`src/rtl/apb_slave_regfile_if.sv`:
```
// rtl/apb_slave_regfile_if.sv - APB bus bundle between a requester and the register-file completer
//
// Purpose: groups the shared APB select/enable/address/data lines and the
// completer response lines so they travel as one port.
// Signals:
//   Pselx   [2:0]  one-hot completer select (requester -> completer)
//   Penable        ACCESS phase indicator   (requester -> completer)
//   Pwrite         1 = write, 0 = read      (requester -> completer)
//   Paddr   [31:0] byte address             (requester -> completer)
//   Pwdata  [31:0] write data               (requester -> completer)
//   Prdata  [31:0] read data                (completer -> requester)
//   Pready         transfer completes       (completer -> requester)
//   Pslverr        error response           (completer -> requester)
interface apb_slave_regfile_if;
  logic [2:0]  Pselx;
  logic        Penable;
  logic        Pwrite;
  logic [31:0] Paddr;
  logic [31:0] Pwdata;
  logic [31:0] Prdata;
  logic        Pready;
  logic        Pslverr;

  modport master (
    output Pselx, Penable, Pwrite, Paddr, Pwdata,
    input  Prdata, Pready, Pslverr
  );

  modport slave (
    input  Pselx, Penable, Pwrite, Paddr, Pwdata,
    output Prdata, Pready, Pslverr
  );
endinterface

```
`src/rtl/apb_slave_regfile.sv`:
```
// rtl/apb_slave_regfile.sv - APB completer with a word-addressed register file
//
// Purpose: answers APB transfers addressed to Pselx[SLV_IDX], holding DEPTH
// 32-bit registers starting at byte address BASE_ADDR. Misaligned or
// out-of-window addresses complete with Pslverr and never write.
// Optional feature: define APB_SLV_WAIT_EN to insert WAIT_CYCLES wait states
// per transfer; without it every transfer completes in 2 cycles.
// Ports:
//   Pclk    clock, rising edge
//   Preset  synchronous active-high reset
//   bus     apb_slave_regfile_if.slave (Pselx, Penable, Pwrite, Paddr,
//           Pwdata in; Prdata, Pready, Pslverr out, all registered)
module apb_slave_regfile #(
  parameter int unsigned SLV_IDX     = 0,
  parameter logic [31:0] BASE_ADDR   = 32'h0000_0000,
  parameter int unsigned DEPTH       = 16,
  parameter int unsigned WAIT_CYCLES = 2
) (
  input logic                Pclk,
  input logic                Preset,
  apb_slave_regfile_if.slave bus
);

  localparam int unsigned IDX_W    = $clog2(DEPTH);
  localparam logic [32:0] END_ADDR = {1'b0, BASE_ADDR} + 33'(4 * DEPTH);

  if (DEPTH < 2 || DEPTH > 256 || (DEPTH & (DEPTH - 1)) != 0) begin : g_bad_depth
    $error("apb_slave_regfile: DEPTH must be a power of two in 2..256");
  end
  if (SLV_IDX > 2) begin : g_bad_idx
    $error("apb_slave_regfile: SLV_IDX must be 0..2");
  end
  if (WAIT_CYCLES > 15) begin : g_bad_wait
    $error("apb_slave_regfile: WAIT_CYCLES must be 0..15");
  end

  typedef enum logic [1:0] {
    ST_IDLE,
    ST_WAIT,
    ST_RESP
  } state_t;

  state_t state, state_nxt;

  logic [31:0] mem [DEPTH];

  logic [IDX_W-1:0] idx_q;
  logic             wr_q;
  logic [31:0]      wdata_q;
  logic             err_q;
  logic [31:0]      prdata_q;
  logic             pready_q;
  logic             pslverr_q;

`ifdef APB_SLV_WAIT_EN
  logic [3:0] wait_cnt, wait_cnt_nxt;
`endif

  // Decode of the live bus request, used when latching in setup.
  logic             sel;
  logic [31:0]      offset;
  logic             bus_err;
  logic [IDX_W-1:0] bus_idx;

  assign sel     = bus.Pselx[SLV_IDX];
  assign offset  = bus.Paddr - BASE_ADDR;
  assign bus_err = (bus.Paddr < BASE_ADDR) ||
                   ({1'b0, bus.Paddr} >= END_ADDR) ||
                   (bus.Paddr[1:0] != 2'b00);
  assign bus_idx = offset[IDX_W+1:2];

  // Other select bits and the unused offset bits are deliberately ignored.
  logic unused_bits;
  assign unused_bits = ^{bus.Pselx, offset};

  logic setup;
  logic commit;

  always_comb begin
    state_nxt = state;
    setup     = 1'b0;
    commit    = 1'b0;
`ifdef APB_SLV_WAIT_EN
    wait_cnt_nxt = wait_cnt;
`endif
    case (state)
      ST_IDLE: begin
        // ACCESS without a preceding setup is not a transfer for us.
        if (sel && !bus.Penable) begin
          setup = 1'b1;
`ifdef APB_SLV_WAIT_EN
          if (WAIT_CYCLES > 0) begin
            state_nxt    = ST_WAIT;
            wait_cnt_nxt = 4'(WAIT_CYCLES);
          end else begin
            state_nxt = ST_RESP;
          end
`else
          state_nxt = ST_RESP;
`endif
        end
      end
      ST_WAIT: begin
`ifdef APB_SLV_WAIT_EN
        wait_cnt_nxt = wait_cnt - 4'd1;
        if (wait_cnt == 4'd1) begin
          state_nxt = ST_RESP;
        end
`else
        state_nxt = ST_RESP;
`endif
      end
      ST_RESP: begin
        state_nxt = ST_IDLE;
        // Requester dropping sel/Penable here aborts the write.
        commit    = sel && bus.Penable && wr_q && !err_q;
      end
      default: state_nxt = ST_IDLE;
    endcase
  end

  // Response values are computed one edge early so the outputs are registered.
  // Entering ST_RESP straight from IDLE uses the live decode, since the
  // latched copy is only written on that same edge.
  logic             rsp_err;
  logic             rsp_wr;
  logic [IDX_W-1:0] rsp_idx;
  logic             enter_resp;
  logic [31:0]      prdata_nxt;

  always_comb begin
    rsp_err    = (state == ST_IDLE) ? bus_err    : err_q;
    rsp_wr     = (state == ST_IDLE) ? bus.Pwrite : wr_q;
    rsp_idx    = (state == ST_IDLE) ? bus_idx    : idx_q;
    enter_resp = (state_nxt == ST_RESP);
    prdata_nxt = 32'h0;
    if (enter_resp && !rsp_wr && !rsp_err) begin
      prdata_nxt = mem[rsp_idx];
    end
  end

  always_ff @(posedge Pclk) begin
    if (Preset) begin
      state     <= ST_IDLE;
      idx_q     <= '0;
      wr_q      <= 1'b0;
      wdata_q   <= 32'h0;
      err_q     <= 1'b0;
      prdata_q  <= 32'h0;
      pready_q  <= 1'b0;
      pslverr_q <= 1'b0;
`ifdef APB_SLV_WAIT_EN
      wait_cnt  <= 4'd0;
`endif
      for (int i = 0; i < int'(DEPTH); i++) begin
        mem[i] <= 32'h0;
      end
    end else begin
      state     <= state_nxt;
      prdata_q  <= prdata_nxt;
      pready_q  <= enter_resp;
      pslverr_q <= enter_resp && rsp_err;
`ifdef APB_SLV_WAIT_EN
      wait_cnt  <= wait_cnt_nxt;
`endif
      if (setup) begin
        idx_q   <= bus_idx;
        wr_q    <= bus.Pwrite;
        wdata_q <= bus.Pwdata;
        err_q   <= bus_err;
      end
      if (commit) begin
        mem[idx_q] <= wdata_q;
      end
    end
  end

  assign bus.Prdata  = prdata_q;
  assign bus.Pready  = pready_q;
  assign bus.Pslverr = pslverr_q;

endmodule

```
`src/flat_wrapper.sv`:
```
// flat-port wrapper written by rule: the top's interface ports become plain ports
module apb_slave_regfile_flat 
#(
  parameter int unsigned SLV_IDX     = 0,
  parameter logic [31:0] BASE_ADDR   = 32'h0000_0000,
  parameter int unsigned DEPTH       = 16,
  parameter int unsigned WAIT_CYCLES = 2
)
  (Pclk, Preset, bus_Pselx, bus_Penable, bus_Pwrite, bus_Paddr, bus_Pwdata, bus_Prdata, bus_Pready, bus_Pslverr);
  apb_slave_regfile_if bus_i ();
  input logic Pclk;
  input logic Preset;
  input wire logic [$bits(bus_i.Pselx)-1:0] bus_Pselx;
  input wire logic [$bits(bus_i.Penable)-1:0] bus_Penable;
  input wire logic [$bits(bus_i.Pwrite)-1:0] bus_Pwrite;
  input wire logic [$bits(bus_i.Paddr)-1:0] bus_Paddr;
  input wire logic [$bits(bus_i.Pwdata)-1:0] bus_Pwdata;
  output wire logic [$bits(bus_i.Prdata)-1:0] bus_Prdata;
  output wire logic [$bits(bus_i.Pready)-1:0] bus_Pready;
  output wire logic [$bits(bus_i.Pslverr)-1:0] bus_Pslverr;
  assign bus_i.Pselx = bus_Pselx;
  assign bus_i.Penable = bus_Penable;
  assign bus_i.Pwrite = bus_Pwrite;
  assign bus_i.Paddr = bus_Paddr;
  assign bus_i.Pwdata = bus_Pwdata;
  assign bus_Prdata = bus_i.Prdata;
  assign bus_Pready = bus_i.Pready;
  assign bus_Pslverr = bus_i.Pslverr;
  apb_slave_regfile #(.SLV_IDX(SLV_IDX), .BASE_ADDR(BASE_ADDR), .DEPTH(DEPTH), .WAIT_CYCLES(WAIT_CYCLES)) u_core (.Pclk(Pclk), .Preset(Preset), .bus(bus_i));
endmodule
```
`config.mk`:
```
export PLATFORM = sky130hd
export DESIGN_NAME = apb_slave_regfile_flat
export DESIGN_NICKNAME = d
export VERILOG_FILES = /design/src/rtl/apb_slave_regfile_if.sv /design/src/rtl/apb_slave_regfile.sv /design/src/flat_wrapper.sv
export SDC_FILE = /design/constraint.sdc
export NUM_CORES = 1
export LEC_CHECK = 0
export CORE_MARGIN = 2
export CORE_UTILIZATION = 50
export CTS_BUF_LIST = sky130_fd_sc_hd__clkbuf_8
export DETAILED_ROUTE_END_ITERATION = 16
export PLACE_DENSITY = 0.68
export SETUP_SLACK_MARGIN = 0.15
export SLEW_MARGIN = 20
export SYNTH_ARGS = -nofsm -noshare
export SYNTH_HDL_FRONTEND = slang
export SYNTH_SLANG_ARGS = --single-unit
```
`constraint.sdc`:
```
create_clock -name Pclk -period 3.26 [get_ports Pclk]
set_input_delay 0.652 -clock Pclk [delete_from_list [all_inputs] [get_ports Pclk]]
set_output_delay 0.652 -clock Pclk [all_outputs]
set_load 0.05 [all_outputs]
```
==> flow_summary.json <==
{
  "synth_seq_area_share_pct": 64.37,
  "fin_setup_tns_ps": 0,
  "ctsResizeCount": 0,
  "syn_to_final_growth_pct": 16.07,
  "finalCriticalPeriod_ps": 2871,
  "yosysMostFrequentCell": "and2_1",
  "clk_pin_slew_worst_paths_ps": 60,
  "syn_avg_cell_area_um2": 12.38,
  "end_kind": "register",
  "critPathMaxFanout": 15,
  "cp.arrival_ps": 3210,
  "synthTopCellsByArea": "edfxtp_1, and2_1, a211oi_1",
  "cp_data_required_time_ps": 3600,
  "synth_area_mm2": 0.02619,
  "core_area_mm2": 0.05151,
  "synth_cells": 2115,
  "synth_cell_type_count": 40,
  "postRouteAntennaNets": 0,
  "cts_tree": "done",
  "numPortBuffers": 102,
  "cp-start-kind": "register",
  "drt_iter0_drc": 1720,
  "nets": 2286,
  "crit_slowest_cell": "dfxtp_1",
  "postCtsSetupRepairBufs": 0,
  "first_pass_iters": 7,
  "yosysTopAreaCell": "edfxtp_1",
  "finalCritPeriodShare_pct": 88.07,
  "hpwl_mm": 42.35,
  "dp.cells": 2798,
  "worst_pin_slew_ps": 722.4,
  "setup_viol_count_final": 0,
  "layout.cells.non_filler": 2977,
  "antenna_found_initial": 2,
  "maxSlewViolCount": 0,
  "ios": 105,
  "rsz0062_at_grt": "no",
  "whs_ps": 497.2,
  "postCtsHoldBufs": 0,
  "slew_headroom_pct": 51.84,
  "cts-root-buf": "clkbuf_8",
  "power.density_mw_per_mm2": 524.4,
  "path_buf_inv": 1,
  "start_util_pct": 50.84,
  "drc": 0,
  "row_count": 83,
  "num-fill-cells": 4181,
  "post-route-util_pct": 59.01,
  "synthFlopType": "edfxtp_1",
  "post_drt_wl_per_cell_um": 25.28,
  "grt_max_degree": 122,
  "htree_levels": 3,
  "max_stage_delay_ps": 760,
  "drive_above_1_share_pct": 11.93,
  "die_w_um": 232.9,
  "fmax_mhz": 348.3,
  "p_leak_nw": 11.62,
  "numCtsBuffers": 95,
  "ys_warn_count": 0,
  "ys_top_cells_by_count": "and2_1, edfxtp_1, a211oi_1, and3_1, clkbuf_1",
  "vias": 17860,
  "gr-usage-all-layers_pct": 28.03,
  "die_h_um": 232.9,
  "cts_buffer_depth": 3,
  "path_cells": "and4b_1 -> nand3_1 -> or3_1 -> nor2_2 -> or2_2 -> buf_4",
  "cp_top_family": "simple AND/OR/NAND/NOR gates",
  "min_path_type": "reg2reg",
  "skew_ps": 41.77,
  "insertion_delay_ps": 700,
  "layout.area.seq_mm2": 0.01686,
  "place.gp.congestion": 0.8345,
  "synth-edff-count": 512,
  "die_area_mm2": 0.05422,
  "grt_pass1_wl_mm": 111.1,
  "viasPerCell": 6.000,
  "syn_nets": 2186,
  "maxCapViolCount": 0,
  "grt-ovfl-total": 0,
  "ys_seq_elements": 586,
  "async_flop_share_pct": 0,
  "hold_viol": 0,
  "status": "completed",
  "synth_top_area_share_pct": 58.71,
  "cts.sinks": 586,
  "drt_wl_total_mm": 75.25,
  "crit_type": "reg2reg",
  "multi_input_area_mm2": 0.008528,
  "grt_pass1_vias": 17700,
  "peakVddDrop_mv": 0.2748
}
state kept, by name, summed over array words and instances (netlist names):
signal and count:
u_core.bus.Prdata 32, u_core.bus.Pready 1, u_core.idx_q 4, u_core.state 2
u_core.wdata_q 32, u_core.mem 512, u_core.bus.Pslverr 1, u_core.wr_q 1
u_core.err_q 1
power breakdown:
group	internal, mW	leakage, nW	switching (mW)
clock	3.20	1.13	2.90
sequential	8.38	5.88	0.128
combinational	0.522	4.61	0.813
layout by cell type, fill, tap and decap left out, types with 2 or more instances in the layout:
master | synthesis | final
bufinv_16 | 0 | 2
buf_12 | 0 | 37
nor4_1 | 8 | 8
o21ai_1 | 2 | 2
o22ai_1 | 34 | 34
o21a_1 | 2 | 2
mux2i_1 | 2 | 2
edfxtp_1 | 512 | 512
or3_1 | 2 | 2
clkinv_1 | 0 | 8
or2_2 | 17 | 17
o211ai_4 | 1 | 2
buf_4 | 1 | 76
or3b_4 | 1 | 2
nor3_4 | 0 | 3
nor2_1 | 16 | 4
nor2b_1 | 2 | 2
nor2_2 | 0 | 12
clkbuf_8 | 0 | 109
clkinv_2 | 0 | 3
and2_1 | 513 | 512
inv_1 | 1 | 55
a211oi_1 | 256 | 256
nor3b_1 | 2 | 2
nand2b_1 | 3 | 3
nor3_1 | 3 | 2
a21oi_1 | 37 | 37
and3_1 | 256 | 256
dfxtp_1 | 74 | 74
or4_1 | 64 | 64
clkdlybuf4s50_1 | 0 | 101
nand4_1 | 5 | 5
nand2_1 | 76 | 76
worst paths after layout:
path              cells after the start             from                 end  slack [ps]
setup reg to reg                      6  u_core.state[1]  u_core.mem[12][18]         390
setup / recovery                      6  u_core.state[1]  u_core.mem[12][18]         390
hold reg to reg                       2      u_core.wr_q         u_core.wr_q         500
hold / removal                        2      u_core.wr_q         u_core.wr_q         500
layout make-up:
class                           instances  share of cell area, %
Antenna cell                            1               0.008233
Clock buffer                          109                  4.936
Clock inverter                         69                  1.074
Inverter                                1                0.01235
Multi-Input combinational cell       1316                  28.06
Sequential cell                       586                  55.46
Tap cell                              680                  2.799
Timing Repair Buffer                  215                  7.657
through the flow:
| step | instance area [µm²] | setup slack [ps] | power [mW] |
|---|---|---|---|
| floorplan | 26190 | 817.9 | 9.357 |
| global placement | 28570 | 82.82 | 9.959 |
| detailed placement | 28570 | 58.46 | 9.988 |
| CTS | 30390 | 506.3 | 16.00 |
| global route | 30400 | 368.6 | 16.43 |
| finish | 30400 | 388.8 | 15.94 |
worst reg2reg max path, delay by kind of cell, from the launching register on:
kind | cells | cell delay [ps]
DFF | 1 | 760
and+or+nand+nor | 5 | 1440
buffers and inverters | 1 | 330
cell families (layout without fill, tap and decap cells):
family / count (synthesis) / after routing / synth area share (%)
AND/OR/NAND/NOR: 978 / 978 / 22.93
flip-flops: 586 / 586 / 64.37
AO/OA/AOI/OAI: 335 / 335 / 9.164
buffers and inverters: 213 / 394 / 3.445
multiplexers: 2 / 2 / 0.07645
other: 1 / 2 / 0.01432
metal layers:
layer	track usage, %	share of wire (%)	vias up
li1	-	-	8030
met1	38.41	41	8816
met2	44.57	47	871
met3	4.681	8.3	145
met4	11.45	3.3	0
met5	0	0	-
Note: power is estimated with default switching activity, not from simulation.
